===== src/rtl/bottle_line_emulator.sv =====
// bottle_line_emulator: closed-loop stand-in for the physical bottling line.
// Turns the controller's motor/valve/discard commands into tick-timed garrafa/cheia/QC sensor levels.
module bottle_line_emulator #(
    parameter int TRAVEL_TICKS   = 8,
    parameter int FILL_TICKS     = 5,
    parameter int OVERFILL_TICKS = 3,
    parameter int QC_TICKS       = 3,
    parameter int REJECT_PERIOD  = 4,
    parameter int SUPPLY         = 24
) (
    input  logic       CLK,
    input  logic       reset,
    input  logic       tick_en,
    input  logic       motor,
    input  logic       valvula,
    input  logic       descartado,
    input  logic       supply_load,
    output logic       garrafa,
    output logic       cheia,
    output logic       aprovado,
    output logic       reprovado,
    output logic       supply_empty,
    output logic [7:0] bottles_out,
    output logic [7:0] discards,
    output logic       fault
);

    localparam logic [7:0] TRAVEL_T   = 8'(TRAVEL_TICKS);
    localparam logic [7:0] FILL_T     = 8'(FILL_TICKS);
    localparam logic [7:0] OVERFILL_T = 8'(OVERFILL_TICKS);
    localparam logic [7:0] QC_T       = 8'(QC_TICKS);
    localparam logic [7:0] SUPPLY_V   = 8'(SUPPLY);
    localparam logic       REJECT_EN  = (REJECT_PERIOD > 32'sd0);
    // A zero period never rejects; the divisor is kept non-zero so the modulo stays well defined.
    localparam logic [8:0] REJECT_DIV = REJECT_EN ? 9'(REJECT_PERIOD) : 9'd1;

    typedef enum logic [2:0] {
        st_travel   = 3'd0,
        st_at_valve = 3'd1,
        st_full     = 3'd2,
        st_qc       = 3'd3,
        st_empty    = 3'd4
    } state_t;

    state_t     state_r;
    state_t     state_nx_s;
    logic [7:0] pos_r;
    logic [7:0] pos_nx_s;
    logic [7:0] pos_inc_s;
    logic       pos_adv_s;
    logic [7:0] supply_r;
    logic [7:0] supply_nx_s;
    logic [7:0] bottles_out_r;
    logic [7:0] bottles_out_nx_s;
    logic [7:0] discards_r;
    logic [7:0] discards_nx_s;
    logic       fail_r;
    logic       fail_nx_s;
    logic       disc_done_r;
    logic       disc_done_nx_s;
    logic       fault_r;
    logic       fault_nx_s;
    logic       garrafa_r;
    logic       garrafa_nx_s;
    logic       cheia_r;
    logic       cheia_nx_s;
    logic       aprovado_r;
    logic       aprovado_nx_s;
    logic       reprovado_r;
    logic       reprovado_nx_s;
    logic       supply_empty_r;
    logic       supply_empty_nx_s;
    logic [8:0] bottle_idx_s;
    logic       qc_entry_s;
    logic       qc_exit_s;
    logic       arrive_s;
    logic       discard_s;
    logic       stray_valve_s;
    logic       overfill_s;

    function automatic logic is_reject(input logic [8:0] idx);
        is_reject = REJECT_EN && ((idx % REJECT_DIV) == 9'd0);
    endfunction

    assign pos_inc_s = (pos_r == 8'hFF) ? pos_r : (pos_r + 8'd1);

    // Next-state logic and position counter advance.
    always_comb begin
        state_nx_s = state_r;
        pos_adv_s  = 1'b0;
        case (state_r)
            st_travel: begin
                if (tick_en && motor) begin
                    if (pos_inc_s == TRAVEL_T) begin
                        state_nx_s = st_at_valve;
                    end else begin
                        pos_adv_s = 1'b1;
                    end
                end else begin
                    pos_adv_s = 1'b0;
                end
            end
            st_at_valve: begin
                if (tick_en && motor) begin
                    state_nx_s = st_qc;
                end else if (tick_en && valvula) begin
                    if (pos_inc_s == FILL_T) begin
                        state_nx_s = st_full;
                    end else begin
                        pos_adv_s = 1'b1;
                    end
                end else begin
                    pos_adv_s = 1'b0;
                end
            end
            st_full: begin
                if (tick_en && motor) begin
                    state_nx_s = st_qc;
                end else if (tick_en && valvula) begin
                    pos_adv_s = 1'b1;
                end else begin
                    pos_adv_s = 1'b0;
                end
            end
            st_qc: begin
                if (tick_en) begin
                    if (pos_inc_s == QC_T) begin
                        state_nx_s = ((supply_r != 8'd0) || supply_load) ? st_travel : st_empty;
                    end else begin
                        pos_adv_s = 1'b1;
                    end
                end else begin
                    pos_adv_s = 1'b0;
                end
            end
            st_empty: begin
                if (supply_load) begin
                    state_nx_s = st_travel;
                end else begin
                    state_nx_s = st_empty;
                end
            end
            default: begin
                state_nx_s = st_travel;
            end
        endcase
        pos_nx_s = (state_nx_s != state_r) ? 8'd0 : (pos_adv_s ? pos_inc_s : pos_r);
    end

    // Next values of counters, QC verdict and the registered sensor outputs.
    always_comb begin
        qc_entry_s    = (state_r != st_qc) && (state_nx_s == st_qc);
        qc_exit_s     = (state_r == st_qc) && (state_nx_s != st_qc);
        arrive_s      = (state_r == st_travel) && (state_nx_s == st_at_valve);
        bottle_idx_s  = {1'b0, bottles_out_r} + 9'd1;
        stray_valve_s = tick_en && valvula &&
                        ((state_r == st_travel) || (state_r == st_qc) || (state_r == st_empty));
        // Valve still open while the full bottle is pushed out counts as overflow too.
        overfill_s    = (state_r == st_full) && tick_en && valvula &&
                        (motor || (pos_inc_s >= OVERFILL_T));
        discard_s     = (state_r == st_qc) && descartado && reprovado_r && !disc_done_r;

        if (qc_entry_s) begin
            fail_nx_s      = (state_r == st_at_valve) || is_reject(bottle_idx_s);
            disc_done_nx_s = 1'b0;
        end else begin
            fail_nx_s      = fail_r;
            disc_done_nx_s = disc_done_r | discard_s;
        end

        if (supply_load) begin
            supply_nx_s = SUPPLY_V;
        end else if (arrive_s && (supply_r != 8'd0)) begin
            supply_nx_s = supply_r - 8'd1;
        end else begin
            supply_nx_s = supply_r;
        end

        bottles_out_nx_s  = qc_exit_s ? (bottles_out_r + 8'd1) : bottles_out_r;
        discards_nx_s     = discard_s ? (discards_r + 8'd1) : discards_r;
        fault_nx_s        = fault_r | stray_valve_s | overfill_s;
        garrafa_nx_s      = (state_nx_s == st_at_valve) || (state_nx_s == st_full);
        cheia_nx_s        = (state_nx_s == st_full);
        aprovado_nx_s     = (state_nx_s == st_qc) && !fail_nx_s;
        reprovado_nx_s    = (state_nx_s == st_qc) && fail_nx_s;
        supply_empty_nx_s = (state_nx_s == st_empty);
    end

    // State, counters and output registers.
    always_ff @(posedge CLK) begin
        if (reset) begin
            state_r        <= st_travel;
            pos_r          <= 8'd0;
            supply_r       <= SUPPLY_V;
            bottles_out_r  <= 8'd0;
            discards_r     <= 8'd0;
            fail_r         <= 1'b0;
            disc_done_r    <= 1'b0;
            fault_r        <= 1'b0;
            garrafa_r      <= 1'b0;
            cheia_r        <= 1'b0;
            aprovado_r     <= 1'b0;
            reprovado_r    <= 1'b0;
            supply_empty_r <= 1'b0;
        end else begin
            state_r        <= state_nx_s;
            pos_r          <= pos_nx_s;
            supply_r       <= supply_nx_s;
            bottles_out_r  <= bottles_out_nx_s;
            discards_r     <= discards_nx_s;
            fail_r         <= fail_nx_s;
            disc_done_r    <= disc_done_nx_s;
            fault_r        <= fault_nx_s;
            garrafa_r      <= garrafa_nx_s;
            cheia_r        <= cheia_nx_s;
            aprovado_r     <= aprovado_nx_s;
            reprovado_r    <= reprovado_nx_s;
            supply_empty_r <= supply_empty_nx_s;
        end
    end

    assign garrafa      = garrafa_r;
    assign cheia        = cheia_r;
    assign aprovado     = aprovado_r;
    assign reprovado    = reprovado_r;
    assign supply_empty = supply_empty_r;
    assign bottles_out  = bottles_out_r;
    assign discards     = discards_r;
    assign fault        = fault_r;

endmodule


===== config.mk =====
export PLATFORM = sky130hd
export DESIGN_NAME = bottle_line_emulator
export DESIGN_NICKNAME = d
export VERILOG_FILES = /design/src/rtl/bottle_line_emulator.sv
export SDC_FILE = /design/constraint.sdc
export NUM_CORES = 1
export LEC_CHECK = 0
export ABC_AREA = 0
export ABC_CLOCK_PERIOD_IN_PS = 2500
export CAP_MARGIN = 20
export CORE_UTILIZATION = 56
export DETAILED_ROUTE_END_ITERATION = 8
export PLACE_DENSITY = 0.9
export SYNTH_ARGS = -nofsm -noshare
export SYNTH_HDL_FRONTEND = slang
export SYNTH_SLANG_ARGS = --single-unit

===== constraint.sdc =====
create_clock -name CLK -period 2.5 [get_ports CLK]
set_input_delay 0.375 -clock CLK [delete_from_list [all_inputs] [get_ports CLK]]
set_output_delay 0.375 -clock CLK [all_outputs]
set_load 0.02 [all_outputs]

==> run summary, run 1 <==
CTS tree -> built
Final WL -> 5660 um
Cell taking the most area after synthesis -> dfxtp_1
Critical-path cell list -> ha_1 -> buf_4 -> nand3_1 -> nor2_2 -> o2111ai_2 -> o21ai_2 -> a2111oi_0 -> a211oi_1
Largest stage delay, worst path -> 0.57 ns
Logic pwr share -> 6.9%
Num CTS Buffers -> 5
Row count -> 24
Top-count cell post-synth -> dfxtp_1
Global-route wire length before repair -> 9640 um
Final hold violation count -> 0
Root Buffer -> clkbuf_8
Nets -> 343
Max clock buf depth -> 2
Clock Skews -> 0.00986 ns
Yosys reg bits -> 43
Net Sw Frac -> 24.4%
Yosys top cell area share -> 34.2%
Synthesized area -> 0.00251 mm^2
Die Ht -> 69.0 um
Diodes inserted -> 0
Largest net degree at the start of global routing -> 22
Setup TNS -> 0 ns
EDFF count, synth -> 0
Launching point of the worst reg2reg path -> pos_r[0]
Hold WC Path Type -> reg -> reg
Reg-to-reg slack, setup -> 0.15 ns
PD cells -> 409 mW/mm^2
Crit path arrival time -> 2.51 ns
Final Util -> 68.5%
RSZ-0062 raised after global routing -> no
Clock sinks -> 43
Leak Pwr -> 1.11 nW
Mapped Cells -> 301
Yosys cell types -> 65
CP max stage cell -> a2111oi_0
DIE AREA -> 0.00476 mm^2
Core Region -> 0.00432 mm^2
Maximum vdd drop -> 0.300 mV
Placed cell areas -> 0.00287 mm^2
Syn_nets -> 312
Setup Viol. Count Final -> 0
Worst Path Max Fanout -> 8
Vias per std cell -> 6.20
Tot GR Track Use -> 24.6%
Via count -> 2386
Max-cap viol count -> 0
Grt ovf -> 0
Number of I/O pins -> 29
Crit Path Class -> reg -> reg
YS warnings -> 0
Width of the die -> 69.0 um
FFs w/ async S/R, synth -> 0%
Initial antenna violation count -> 0
Fill count -> 348
R2R Path End -> pos_r[5]
Latest clock arrival within the worst-skew pair -> 0.30 ns
Starting Density -> 58.2%
Required time of the critical path -> 2.67 ns
Layout cells sized above 1 -> 11.1%
Worst Hold Launch -> supply_r[5]
Max Fclk -> 0.426 GHz
Worst setup margin -> 0.154 ns
Slew of the pin with the lowest slew margin -> 0.661 ns
Reg2Reg Depth -> 8
Fin area -> 0.00296 mm^2
Syn_area_per_cell -> 8.36 um^2
WL/cell -> 14.7 um
Top_reg_cell synth -> dfxtp_1
Post-Place Worst Slack -> 0.0547 ns
Min-Delay Endpoint -> supply_r[5]
Final min period -> 2.35 ns
Max-slew headroom -> 55.9%
Sequential area share after synthesis -> 34.2%
DRC Markers -> 0
CP endpoint kind -> register
Clock share of power -> 36.2%
Vias in the first global route -> 2146
PortBufs -> 28
Seq pwr share -> 56.8%
H-tree depth -> 2
DP HPWL -> 3980 um
GPL Wtd Cong -> 0.904
P_sw -> 0.000296 W
Status -> completed
Final period util -> 93.8%
Post-cts hold buffer count -> 0
Power Internal -> 0.000917 W
Detailed Routing Iterations Pass 1 -> 5
WHS Path Cells -> 2
Max-slew violation count -> 0
Top post-synthesis cells by count -> dfxtp_1, nor2_1, nand2_1, a21oi_1, nand3_1
Top cells by area, synth -> dfxtp_1, nor2_1, xor2_1, nand4_1, nand2_1
Initial DRC Count -> 326
Area Growth Syn to Fin -> 17.8%
Startpoint class of the critical path -> register
Clk slew on worst S/H paths -> 0.08 ns
DRT antenna net count -> 0
metal layers:
layer | global-route usage (%) | wire length (um) | vias to the layer above
li1 | - | - | 1175
met1 | 31.7 | 2520 | 1103
met2 | 39.6 | 2690 | 99
met3 | 5.26 | 342 | 9
met4 | 10.7 | 107 | 0
met5 | 0 | 0 | -
power groups by stage:
stage	clock network [W]	logic, W	registers, W
final	0.000439	0.0000842	0.000689
after global routing	0.000472	0.0000925	0.000689
after CTS	0.000442	0.0000831	0.000689
after detailed placement	0	0.0000826	0.000705
after global placement	0	0.0000816	0.000705
after floorplan	0	0.0000485	0.000708
timing repair:
action / in CTS / in global routing
endpoints found under the setup margin: 0 / 2
buffers inserted: 0 / 0
gates resized for setup: 0 / 3
endpoints found under the hold margin: 0 / 0
kinds of logic (layout without fill, tap and decap cells):
group	after synthesis	count (layout)	share of synthesized area [%]
buf+inv	24	56	4.43
simple gates	140	140	32.3
xor+xnor	15	15	5.22
fa+ha+maj	4	4	1.99
mux	6	6	2.54
flops	43	43	34.2
compound gates	69	69	19.3
stage by stage:
step | hold slack, ns | power, W | instances
after floorplan | 0.446 | 0.000757 | 301
after global placement | 0.461 | 0.000787 | 377
after detailed placement | 0.472 | 0.000788 | 377
after CTS | 0.484 | 0.00121 | 385
after global routing | 0.503 | 0.00125 | 385
final | 0.480 | 0.00121 | 385
area by class of cell:
cell class | instances | area, um^2 | area share [%]
Timing Repair Buffer | 39 | 363 | 12.3
Inverter | 9 | 33.8 | 1.14
Clock inverter | 2 | 12.5 | 0.422
Sequential cell | 43 | 861 | 29.1
Tap cell | 52 | 65.1 | 2.20
Clock buffer | 6 | 72.6 | 2.45
Multi-Input combinational cell | 234 | 1550 | 52.5
placed cells by master, fill, tap and decap left out, types with 4 or more instances in the layout:
cell type	n
dfxtp_1	43
nor2_1	33
clkdlybuf4s50_1	28
nand2_1	21
a21oi_1	15
nand3_1	14
nand4_1	13
xor2_1	13
o21ai_0	12
buf_4	11
inv_1	9
and3_1	8
nor3_1	8
nor2b_1	6
a31oi_1	5
mux2i_1	5
clkbuf_8	5
nand2b_1	4
nor4_1	4
o211ai_1	4
ha_1	4
flip-flops by register name, indices dropped and copies added, names as in the netlist, 3 cells and up:
register and count:
discards 8, state_r 3, bottles_out 8, supply_r 8
pos_r 8
worst max path at each step:
stage,slack [ns],from,end
final,0.15,pos_r[0],pos_r[5]
after global routing,0.02,pos_r[1],pos_r[2]
after CTS,0.11,pos_r[1],pos_r[5]
after detailed placement,0.05,tick_en,pos_r[5]
after global placement,0.20,tick_en,supply_r[6]
after floorplan,0.24,pos_r[0],supply_r[7]
critical path: cells and delay by family (launching register included):
| family | cells | cell delay, ns |
|---|---|---|
| AO/OA/AOI/OAI | 4 | 1.22 |
| adder cells (fa/ha/maj) | 1 | 0.27 |
| buffers and inverters | 1 | 0.19 |
| flip-flops | 1 | 0.32 |
| AND/OR/NAND/NOR | 2 | 0.21 |
Note: power is estimated with default switching activity, not from simulation.
==> run 2: changes to the inputs <==
GPL_ROUTABILITY_DRIVEN = 0   (was unset)
PLACE_DENSITY = 0.8   (was 0.9)
==> run 2 against run 1 <==
Net effect: total power rose by 9.5%; fmax hardly changed; non-clock buffer count is 6 higher; clock-buffer cell count shrank 1; worst setup slack improved by 0.0015 ns; clock power grew 26%; design area rose by 3.0%; hold slack improved by 0.0055 ns; flip-flop and latch count did not move; sequential share of layout area decreased by 0.86 points; routed wire length is 0.90% lower; critical path type unchanged; critical endpoint unchanged; largest cell class unchanged.
==> run summary, run 2 (same netlist as run 1, synthesis figures left out) <==
Initial antenna violation count -> 0 (unchanged)
H-tree depth -> 2 (unchanged)
Layout cells sized above 1 -> 13.3% (+2.2 points)
CTS tree -> built
DRC Markers -> 0 (unchanged)
Tot Pwr -> 0.00133 W (+9.5%)
Clock sinks -> 43 (unchanged)
Min-Delay Endpoint -> supply_r[5]
Final WL -> 5610 um (-0.90%)
WL/cell -> 14.3 um (-2.4%)
P_sw -> 0.000309 W (+4.4%)
Worst Path Max Fanout -> 9 (+1)
Crit Path Class -> reg -> reg
Max-slew headroom -> 64.5% (+8.7 points)
Setup Viol. Count Final -> 0 (unchanged)
Power Internal -> 0.00102 W (+11%)
Final hold slack -> 0.485 ns (+0.00553 ns)
Worst Hold Launch -> supply_r[5]
Global-route wire length before repair -> 9760 um (+1.2%)
Number of I/O pins -> 29 (unchanged)
Setup Fix Bufs, Post-CTS -> 0 (unchanged)
Die Ht -> 69.0 um (unchanged)
DIE AREA -> 0.00476 mm^2 (unchanged)
Max clock buf depth -> 2 (unchanged)
DRT antenna net count -> 0 (unchanged)
Final period util -> 93.8% (about the same)
Reg-to-reg slack, setup -> 0.16 ns (about the same)
Clock Skews -> 0.00673 ns (-0.00313 ns)
Slew of the pin with the lowest slew margin -> 0.527 ns (-0.134 ns)
Critical path depth -> 8 (unchanged)
Crit path max-delay family -> simple AND/OR/NAND/NOR gates
Vias per std cell -> 6.14 (-0.96%)
Startpoint class of the critical path -> register
Logic pwr share -> 6.5% (-0.4 points)
Largest stage delay, worst path -> 0.45 ns (-0.12 ns)
Clock share of power -> 41.5% (+5.3 points)
Net Sw Frac -> 23.2% (-1.1 points)
CP endpoint kind -> register
Grt ovf -> 0 (unchanged)
Largest net degree at the start of global routing -> 20 (-9.1%)
Core Region -> 0.00432 mm^2 (unchanged)
Nets -> 349 (+1.7%)
Num CTS Buffers -> 5 (unchanged)
Detailed Routing Iterations Pass 1 -> 6 (+1)
Final min period -> 2.34 ns (-0.00150 ns)
Root Buffer -> clkbuf_8
Clk slew on worst S/H paths -> 0.09 ns (about the same)
R2R Path End -> pos_r[5]
Setup TNS -> 0 ns (unchanged)
DP HPWL -> 3990 um (+0.13%)
Final Util -> 70.6% (+2.1 points)
Required time of the critical path -> 2.68 ns (about the same)
Diodes inserted -> 0 (unchanged)
Initial DRC Count -> 211 (-35%)
Vias in the first global route -> 2161 (+0.70%)
Fin area -> 0.00305 mm^2 (+3.0%)
Launching point of the worst reg2reg path -> pos_r[1]
Seq pwr share -> 52.0% (-4.8 points)
CP max stage cell -> dfxtp_1
PortBufs -> 28 (unchanged)
Tot GR Track Use -> 24.8% (+0.18 points)
Crit path arrival time -> 2.52 ns (about the same)
Max Fclk -> 0.427 GHz (about the same)
Reg2Reg Depth -> 8 (unchanged)
Max-slew violation count -> 0 (unchanged)
Commonest non-fill, non-tap cell in the layout -> dfxtp_1
Via count -> 2400 (+0.59%)
Critical-path cell list -> ha_1 -> buf_4 -> nand3_1 -> nor2_2 -> o2111ai_4 -> or3b_1 -> nand4_2 -> a211oi_1
Row count -> 24 (unchanged)
Starting Density -> 58.2% (unchanged)
Max-cap viol count -> 0 (unchanged)
Area Growth Syn to Fin -> 21.3%
Latest clock arrival within the worst-skew pair -> 0.30 ns (about the same)
Commonest non-fill, non-tap cells in the layout -> dfxtp_1, nor2_1, clkdlybuf4s50_1
Placed cell areas -> 0.00291 mm^2 (+1.6%)
WHS Path Cells -> 2 (unchanged)
Leak Pwr -> 1.16 nW (+4.2%)
Hold WC Path Type -> reg -> reg
CP bufs+invs -> 1 (unchanged)
Final hold violation count -> 0 (unchanged)
Width of the die -> 69.0 um (unchanged)
PD cells -> 435 mW/mm^2 (+6.3%)
Status -> completed
Maximum vdd drop -> 0.359 mV (+20%)
run 2: repair_timing:
action                                 4_1_cts  5_1_grt
gates resized for setup                      0        4
setup endpoints to repair                    0        6
endpoints found under the hold margin        0        0
hold buffers                                 0        0
run 2: layer usage:
| layer | routed length [um] | part of all wire [%] | vias to the layer above | track usage [%] |
|---|---|---|---|---|
| met4 | 106 | 1.9 | 0 | 11.8 |
| met2 | 2620 | 47 | 79 | 40.1 |
| met1 | 2590 | 46 | 1123 | 32.3 |
| met3 | 289 | 5.2 | 8 | 3.65 |
| met5 | 0 | 0 | - | 0 |
| li1 | - | - | 1190 | - |
run 2: power groups by stage:
stage	Clock (W)	Combinational (W)	Sequential, W
CTS	0.000565	0.0000847	0.000690
detailed placement	0	0.0000842	0.000706
global placement	0	0.0000832	0.000706
finish	0.000552	0.0000864	0.000690
floorplan	0	0.0000485	0.000708
global route	0.000587	0.0000950	0.000691
run 2: worst max-delay path by stage:
stage / to / start
2_1_floorplan: supply_r[7] / pos_r[0]
3_3_place_gp: pos_r[4] / tick_en
3_5_place_dp: pos_r[4] / tick_en
4_1_cts: pos_r[4] / pos_r[1]
5_1_grt: pos_r[7] / pos_r[1]
6_report: pos_r[5] / pos_r[1]
run 2: through the flow:
step                std cells  worst slack, ns
floorplan                 301            0.237
global placement          383            0.174
detailed placement        383            0.143
CTS                       391            0.120
global route              391          -0.0149
finish                    391            0.156
run 2: final cells by class:
cell class,instances,area (um^2)
Clock inverter,3,43.8
Multi-Input combinational cell,234,1570
Inverter,9,33.8
Tap cell,52,65.1
Sequential cell,43,861
Clock buffer,5,68.8
Timing Repair Buffer,45,408
Fill cell,350,1270
run 2: worst register-to-register path, delay by kind of cell, from the launching register on:
family,cells,cell delay (ns)
flops,1,0.45
simple gates,4,1.04
compound gates,2,0.28
buf+inv,1,0.19
fa+ha+maj,1,0.26
==> run 3: changes to the inputs <==
CORE_UTILIZATION = 30   (was 56)
PLACE_DENSITY = unset   (was 0.8)
RECOVER_POWER = 50   (was unset)
==> run 3 against run 2 <==
Net effect: final cell count up 14%; largest power group unchanged; critical path type unchanged; non-clock buffer count up 3; highest routed layer unchanged; clock skew down 0.0013 ns; first-iteration DRC count down 26%; largest cell class unchanged; register-to-register slack worse by 0.02 ns; routed wire length up 6.3%.
==> run summary, run 3 (same netlist as run 1, synthesis figures left out) <==
Max Fclk -> 0.423 GHz (-0.81%)
Net Sw Frac -> 24.1% (+0.90 points)
Vias per std cell -> 5.37 (-13%)
Core Region -> 0.00818 mm^2 (+89%)
Hold WC Path Type -> reg -> reg
Worst Path Max Fanout -> 13 (+4)
Worst Hold Launch -> supply_r[5]
DP HPWL -> 4360 um (+9.4%)
Max-slew headroom -> 63.0% (-1.6 points)
Startpoint class of the critical path -> register
RSZ-0062 raised after global routing -> no
DRC Markers -> 0 (unchanged)
Maximum vdd drop -> 0.202 mV (-44%)
Max clock buf depth -> 2 (unchanged)
P_sw -> 0.000302 W (-2.2%)
Row count -> 33 (+38%)
Launching point of the worst reg2reg path -> pos_r[0]
Starting Density -> 30.8% (-27 points)
Max-slew violation count -> 0 (unchanged)
Nets -> 352 (+0.86%)
Tot Pwr -> 0.00125 W (-5.8%)
H-tree depth -> 2 (unchanged)
Die Ht -> 93.6 um (+36%)
CTS tree -> built
Setup Viol. Count Final -> 0 (unchanged)
Detailed Routing Iterations Pass 1 -> 4 (-2)
Initial antenna violation count -> 0 (unchanged)
Crit path arrival time -> 2.56 ns (+0.04 ns)
Setup TNS -> 0 ns (unchanged)
Tot GR Track Use -> 14.0% (-11 points)
Post-CTS sizing -> 0 (unchanged)
Largest net degree at the start of global routing -> 26 (+30%)
R2R Path End -> supply_r[7]
Clock Skews -> 0.00547 ns (-0.00126 ns)
Final period util -> 94.5% (+0.76 points)
Reg-to-reg slack, setup -> 0.14 ns (-0.02 ns)
Area Growth Syn to Fin -> 23.0%
Global-route wire length before repair -> 9830 um (+0.78%)
Via count -> 2400 (unchanged)
Clk slew on worst S/H paths -> 0.08 ns (about the same)
Logic pwr share -> 7.0% (+0.5 points)
CP endpoint kind -> register
Clock share of power -> 37.9% (-3.6 points)
Power Internal -> 0.000949 W (-6.9%)
Clock sinks -> 43 (unchanged)
Vias in the first global route -> 2059 (-4.7%)
Seq pwr share -> 55.1% (+3.1 points)
Grt ovf -> 0 (unchanged)
WHS Path Cells -> 2 (unchanged)
Final hold violation count -> 0 (unchanged)
Min-Delay Endpoint -> supply_r[5]
Width of the die -> 93.6 um (+36%)
DIE AREA -> 0.00875 mm^2 (+84%)
Required time of the critical path -> 2.69 ns (about the same)
Final min period -> 2.36 ns (+0.0191 ns)
Status -> completed
Commonest non-fill, non-tap cells in the layout -> dfxtp_1, nor2_1, dlygate4sd3_1
Fill count -> 864 (+150%)
Reg2Reg Depth -> 9 (+1)
Initial DRC Count -> 156 (-26%)
Slew of the pin with the lowest slew margin -> 0.550 ns (+0.0234 ns)
Max-cap viol count -> 0 (unchanged)
Leak Pwr -> 1.24 nW (+7.2%)
Num CTS Buffers -> 5 (unchanged)
PortBufs -> 28 (unchanged)
Diodes inserted -> 0 (unchanged)
Final WL -> 5960 um (+6.3%)
Commonest non-fill, non-tap cell in the layout -> dfxtp_1
Number of I/O pins -> 29 (unchanged)
Crit Path Class -> reg -> reg
Setup Fix Bufs, Post-CTS -> 0 (unchanged)
Layout cells sized above 1 -> 12.3% (-0.99 points)
Root Buffer -> clkbuf_8
PD cells -> 404 mW/mm^2 (-7.1%)
DRT antenna net count -> 0 (unchanged)
WL/cell -> 13.3 um (-7.0%)
Latest clock arrival within the worst-skew pair -> 0.29 ns (about the same)
Post-cts hold buffer count -> 0 (unchanged)
[run 3: changes by cell type in the layout (fill, tap and decap cells not counted), sizes merged]
cell           change
clkdlybuf4s50     -22
buf                +1
clkbuf             +4
clkinv             -1
dlygate4sd3       +22
bufinv             -1
[run 3: worst max path at each step]
stage,startpoint,cells past startpoint,slack (ns),end
2_1_floorplan,pos_r[0],9,0.24,supply_r[7]
3_3_place_gp,tick_en,8,0.19,supply_r[6]
3_5_place_dp,tick_en,8,0.14,supply_r[7]
4_1_cts,pos_r[0],9,0.15,supply_r[7]
5_1_grt,pos_r[1],8,0.005,pos_r[1]
6_report,pos_r[0],9,0.14,supply_r[7]
[run 3: stage by stage]
step	setup slack (ns)	utilization, %	instance area (um^2)	cells	hold WS (ns)
after floorplan	0.237	-	2510	301	0.446
after global placement	0.189	36.8	3010	439	0.467
after detailed placement	0.136	36.8	3010	439	0.469
after CTS	0.148	38.0	3110	447	0.481
after global routing	0.00542	37.8	3090	447	0.504
final	0.136	37.8	3090	447	0.483
[run 3: critical path, stage by stage, from the launching register on]
cell	delay [ns]
dfxtp_1	0.32
ha_1	0.30
o21ai_1	0.13
a31oi_2	0.09
or3b_1	0.55
buf_4	0.20
nor3_4	0.20
buf_12	0.16
a31oi_1	0.09
a41o_1	0.22
[run 3: layer usage]
layer / track usage, % / vias to the layer above / wire, um
met5: 0 / - / 0
met4: 5.00 / 0 / 89
met3: 2.03 / 9 / 237
met2: 22.7 / 57 / 2860
met1: 18.8 / 1138 / 2780
li1: - / 1196 / -
[run 3: power groups by stage]
stage | sequential [W] | combinational [W] | clock [W]
2_1_floorplan | 0.000708 | 0.0000485 | 0
3_3_place_gp | 0.000705 | 0.0000871 | 0
4_1_cts | 0.000689 | 0.0000877 | 0.000498
3_5_place_dp | 0.000706 | 0.0000873 | 0
6_report | 0.000689 | 0.0000873 | 0.000474
5_1_grt | 0.000690 | 0.0000949 | 0.000521
[run 3: final cells by class]
| class | count | area [um^2] | area share [%] |
|---|---|---|---|
| clock buffer | 7 | 86.3 | 2.79 |
| inverter | 9 | 33.8 | 1.09 |
| clock inverter | 1 | 8.76 | 0.283 |
| multi-input combinational | 234 | 1540 | 49.7 |
| tap | 105 | 131 | 4.25 |
| sequential | 43 | 861 | 27.8 |
| timing repair buffer | 48 | 435 | 14.1 |
==> RTL edit 1, RTL diff (settings of run 2) <==
The 5 states of `state_t` get a one-hot encoding in 5 bits.
--- a/src/rtl/bottle_line_emulator.sv
+++ b/src/rtl/bottle_line_emulator.sv
@@ -34,12 +34,12 @@
     // A zero period never rejects; the divisor is kept non-zero so the modulo stays well defined.
     localparam logic [8:0] REJECT_DIV = REJECT_EN ? 9'(REJECT_PERIOD) : 9'd1;
 
-    typedef enum logic [2:0] {
-        st_travel   = 3'd0,
-        st_at_valve = 3'd1,
-        st_full     = 3'd2,
-        st_qc       = 3'd3,
-        st_empty    = 3'd4
+    typedef enum logic [4:0] {
+        st_travel   = 5'b00001,
+        st_at_valve = 5'b00010,
+        st_full     = 5'b00100,
+        st_qc       = 5'b01000,
+        st_empty    = 5'b10000
     } state_t;
 
     state_t     state_r;
Check against the original RTL: same outputs for any inputs over 10 cycles, from zero or initial values and one cycle with reset high; not proved beyond that.
==> RTL edit 1 against run 2 <==
- clock skew up 0.00062 ns
- total power down 4.9%
- non-clock buffer count increased by 7
- area after synthesis fell by 4.4%
- final cell count down 2.3%
- sequential share of layout area grew 2.0 points
- cell area down 2.2%
- routed wire length fell by 5.8%
- worst setup slack worse by 0.033 ns
- sequential cell count rose by 2
- via count down 7.5%
==> RTL edit 1: results (changes against run 2) <==
Critical path
  – Worst setup path startpoint: pos_r[0]
  – Reg-to-Reg End: pos_r[4]
  – Setup crit end: pos_r[4]
  – CP max stage delay: 0.39 ns (-0.06 ns)
  – R2r setup slk: 0.12 ns (-0.03 ns)
  – Crit path DAT: 2.59 ns (+0.07 ns)
  – R2R depth: 9 (+1)

Pwr
  – Worst VDD drop: 501.8 uV (+40%)
  – Clock group total power: 0.467 mW (-15%)
  – P_seq: 0.721 mW (+4.5%)
  – Leakage Power: 1.080 nW (-6.8%)
  – Clk pwr share: 37.0% (-4.5 points)
  – Net Sw Power: 0.2863 mW (-7.3%)

Logic synthesis
  – Syn Nets: 298 (-4.5%)
  – Xor-xnor portion of the synthesized cell area: 8.017% (+2.8 points)
  – Synth unique cells: 57 (-12%)
  – Synth Area in Compound Gates: 15.88% (-3.4 points)
  – Mux cell area share after synthesis: 1.249% (-1.3 points)
  – Post-synthesis sequential area ratio: 37.48% (+3.3 points)
  – Syn avg cell area: 8.375 sq um (+0.23%)
  – Top post-synthesis cells by area: dfxtp_1, nor2_1, xor2_1
  – Synth Area in Adders: 2.082% (+0.092 points)
  – Top post-synthesis cells by count: dfxtp_1, nor2_1, nand2_1

GRT
  – Vias in the first global route: 2022 (-6.4%)
  – GRT Util Overall: 24.13% (-0.64 points)
  – Global-route wire length before repair: 8480 um (-13%)

Placed design
  – Placed cell area: 2839 sq um (-2.5%)
  – Dpl ws: 0.05378 ns (-0.08876 ns)
  – HPWL Detailed: 3800 um (-4.8%)
  – # placed instances: 371 (-3.1%)

Finish
  – Layout cells sized above 1: 15.96% (+2.7 points)
  – Final std cells w/o fill: 382 (-2.3%)
  – Fin nets: 342 (-2.0%)
  – FILL cells: 306 (-13%)

STA
  – Clk_skew: 0.007357 ns (+0.0006242 ns)
  – Slew HR: 71.78% (+7.2 points)
  – Hold_ws: 0.4960 ns (+0.01062 ns)

Drt
  – WL per Instance: 13.83 um (-3.6%)
  – Detailed Routing Iterations Pass 1: 5 (-1)
  – Vias: 2219 (-7.5%)
  – Initial drt markers: 170 (-19%)

Worst hold path
  – Hold Crit Start: discards[7]
  – WHS Endpoint: discards[7]
  – Worst Hold Depth: 2 (unchanged)

Status
  – Status: finished, final reports clean
RTL edit 1: changes by cell type after synthesis, moves of 5 or more:
cell / run 2 / this run
nor2_1: 33 / 41
o21ai_0: 13 / 6
nor4_1: 4 / 10
nand3_1: 14 / 9
nand4_1: 13 / 8
RTL edit 1: routing by layer:
metal	vias to the layer above	track usage, %	share of wire, %
met1	1025	30.60	48
met3	7	4.899	4.6
met4	0	8.511	1.0
li1	1135	-	-
met5	-	0	0
met2	52	40.10	46
RTL edit 1: cell type report:
| class | count | area (sq um) | area share [%] |
|---|---|---|---|
| Clock buffer | 6 | 82.58 | 2.766 |
| Clock inverter | 2 | 13.76 | 0.4610 |
| Inverter | 5 | 18.77 | 0.6287 |
| Multi-Input combinational cell | 222 | 1445 | 48.41 |
| Sequential cell | 45 | 902.1 | 30.22 |
| Tap cell | 50 | 62.56 | 2.096 |
| Timing Repair Buffer | 52 | 460.4 | 15.42 |
==> RTL edit 2, RTL diff (config.mk and constraints of run 2) <==
Made on the original files. The parameter `TRAVEL_TICKS` goes from 8 to 7.
--- a/src/rtl/bottle_line_emulator.sv
+++ b/src/rtl/bottle_line_emulator.sv
@@ -1,7 +1,7 @@
 // bottle_line_emulator: closed-loop stand-in for the physical bottling line.
 // Turns the controller's motor/valve/discard commands into tick-timed garrafa/cheia/QC sensor levels.
 module bottle_line_emulator #(
-    parameter int TRAVEL_TICKS   = 8,
+    parameter int TRAVEL_TICKS   = 7,
     parameter int FILL_TICKS     = 5,
     parameter int OVERFILL_TICKS = 3,
     parameter int QC_TICKS       = 3,
Formal check against the unedited RTL: not equivalent (Yosys sat finds a counterexample within 10 cycles, from zero or initial values and one cycle with reset high).
==> RTL edit 2 against run 2 <==
- the run now ends with negative setup slack left
- routed wire length up 18%
- utilization grew 9.6 points
- sequential share of layout area is 1.8 points lower
- total power down 0.12%
- sequential power is 0.7% higher
- final cell count grew 4.1%
- worst setup slack got worse by 0.28 ns
- die area is 3.5% lower
- count of clock-buffer cells in the layout did not move
- cell area up 7.4%
- area after synthesis fell by 3.6%
- sequential cell count is the same
- clock power decreased by 16%
==> RTL edit 2: results (changes against run 2) <==
STA
  – Slew HR: 42.10% (-22 points)
  – Setup_tns: -1.314 ns (-1.314 ns)
  – Setup Viol. Count Final: 18 (+18)
  – Clk_skew: 0.004164 ns (-0.002569 ns)
  – PnR worst setup slack: -0.1285 ns (-0.2841 ns)

Finish
  – Layout cells sized above 1: 25.77% (+12 points)
  – FILL cells: 282 (-19%)
  – Fin nets: 367 (+5.2%)
  – Antenna cell count: 0 (unchanged)
  – Final std cells w/o fill: 407 (+4.1%)

Drt
  – Metal3 WL: 334 um (+16%)
  – Metal2 WL: 3304 um (+26%)
  – Post-route DRC violation count: 0 (unchanged)
  – Vias: 2478 (+3.3%)
  – Detailed Routing Iterations Pass 1: 4 (-2)
  – Initial drt markers: 183 (-13%)
  – Final WL: 6644 um (+18%)
  – Post-Route M1 WL: 2875 um (+11%)

Placed design
  – # placed instances: 395 (+3.1%)
  – IO Port Bufs: 28 (unchanged)
  – HPWL Detailed: 4320 um (+8.3%)
  – Placed cell area: 3037 sq um (+4.3%)
  – Dpl ws: -0.1618 ns (-0.3044 ns)

Clock tree
  – Root Buffer: clkbuf_8

GRT
  – Met3 Resource Use GR: 5.912% (+2.3 points)
  – Vias in the first global route: 2261 (+4.6%)
  – Global-route wire length before repair: 10060 um (+3.1%)
  – Met2 Usage GRT: 50.50% (+10 points)
  – Largest net degree at the start of global routing: 29 (+45%)
  – GRT Util Overall: 29.30% (+4.5 points)
  – Met1 Use GR: 35.55% (+3.2 points)

Logic synthesis
  – Synth unique cells: 60 (-7.7%)
  – Yosys warns: 0 (unchanged)
  – Post-synthesis sequential area ratio: 35.52% (+1.3 points)
  – Post-synth ARST share: 0% (unchanged)
  – Gate Count Post-Synth: 291 (-3.3%)
  – Top post-synthesis cells by area: dfxtp_1, nor2_1, xor2_1
  – Top post-synthesis cells by count: dfxtp_1, nor2_1, nand2_1
  – Syn Nets: 302 (-3.2%)

Worst hold path
  – HP Class: flop to flop

Critical path
  – Worst Path Max Fanout: 4 (-5)

Pwr
  – Total internal power: 0.9688 mW (-5.0%)
  – Leakage Power: 1.188 nW (+2.5%)
  – Worst VDD drop: 257.5 uV (-28%)

Status
  – Status: finished, violations left
  – Failing checks: negative setup slack
## RTL edit 2: final cells by class
cell class	count	area (sq um)	area share, %
clock inverter	3	23.77	0.7252
tap	50	62.56	1.908
sequential	43	865.8	26.41
inverter	6	22.52	0.6870
multi-input combinational	228	1597	48.70
timing repair buffer	72	638.1	19.47
clock buffer	5	68.82	2.099
## RTL edit 2: critical path: stages (launching register included)
cell and delay, ns:
dfxtp_4 0.36, ha_4 0.15, and3_4 0.17, or4_4 0.44
a2111oi_4 0.33, buf_4 0.20, a31o_4 0.16, a31oi_4 0.11
or4_4 0.52, a21oi_2 0.13
## RTL edit 2: repair_timing
action | CTS | global route
setup endpoints to repair | 22 | 26
pin swaps | 8 | 4
resized for setup | 8 | 18
cloned | 0 | 0
setup buffers | 4 | 0
## RTL edit 2: path summary, 6_finish.rpt
path         startpoint             end  slack (ns)  cells after the start
min reg2reg       fault           fault        0.48                      2
max reg2reg    pos_r[0]  bottles_out[5]       -0.13                      9
min               fault           fault        0.48                      2
max            pos_r[0]  bottles_out[5]       -0.13                      9
## RTL edit 2: power groups by stage
stage	registers (mW)	clock network [mW]	logic [mW]
global placement	0.711	0	0.145
global route	0.696	0.491	0.179
detailed placement	0.711	0	0.148
finish	0.695	0.464	0.167
floorplan	0.715	0	0.0815
CTS	0.695	0.467	0.160
## RTL edit 2: cells by family after synthesis
kind of cell,count (synthesis),share of synthesized area (%)
compound gates,62,18.59
xor+xnor,17,6.143
fa+ha+maj,4,2.065
buf+inv,20,4.181
flops,43,35.52
mux,4,1.652
simple gates,141,31.85
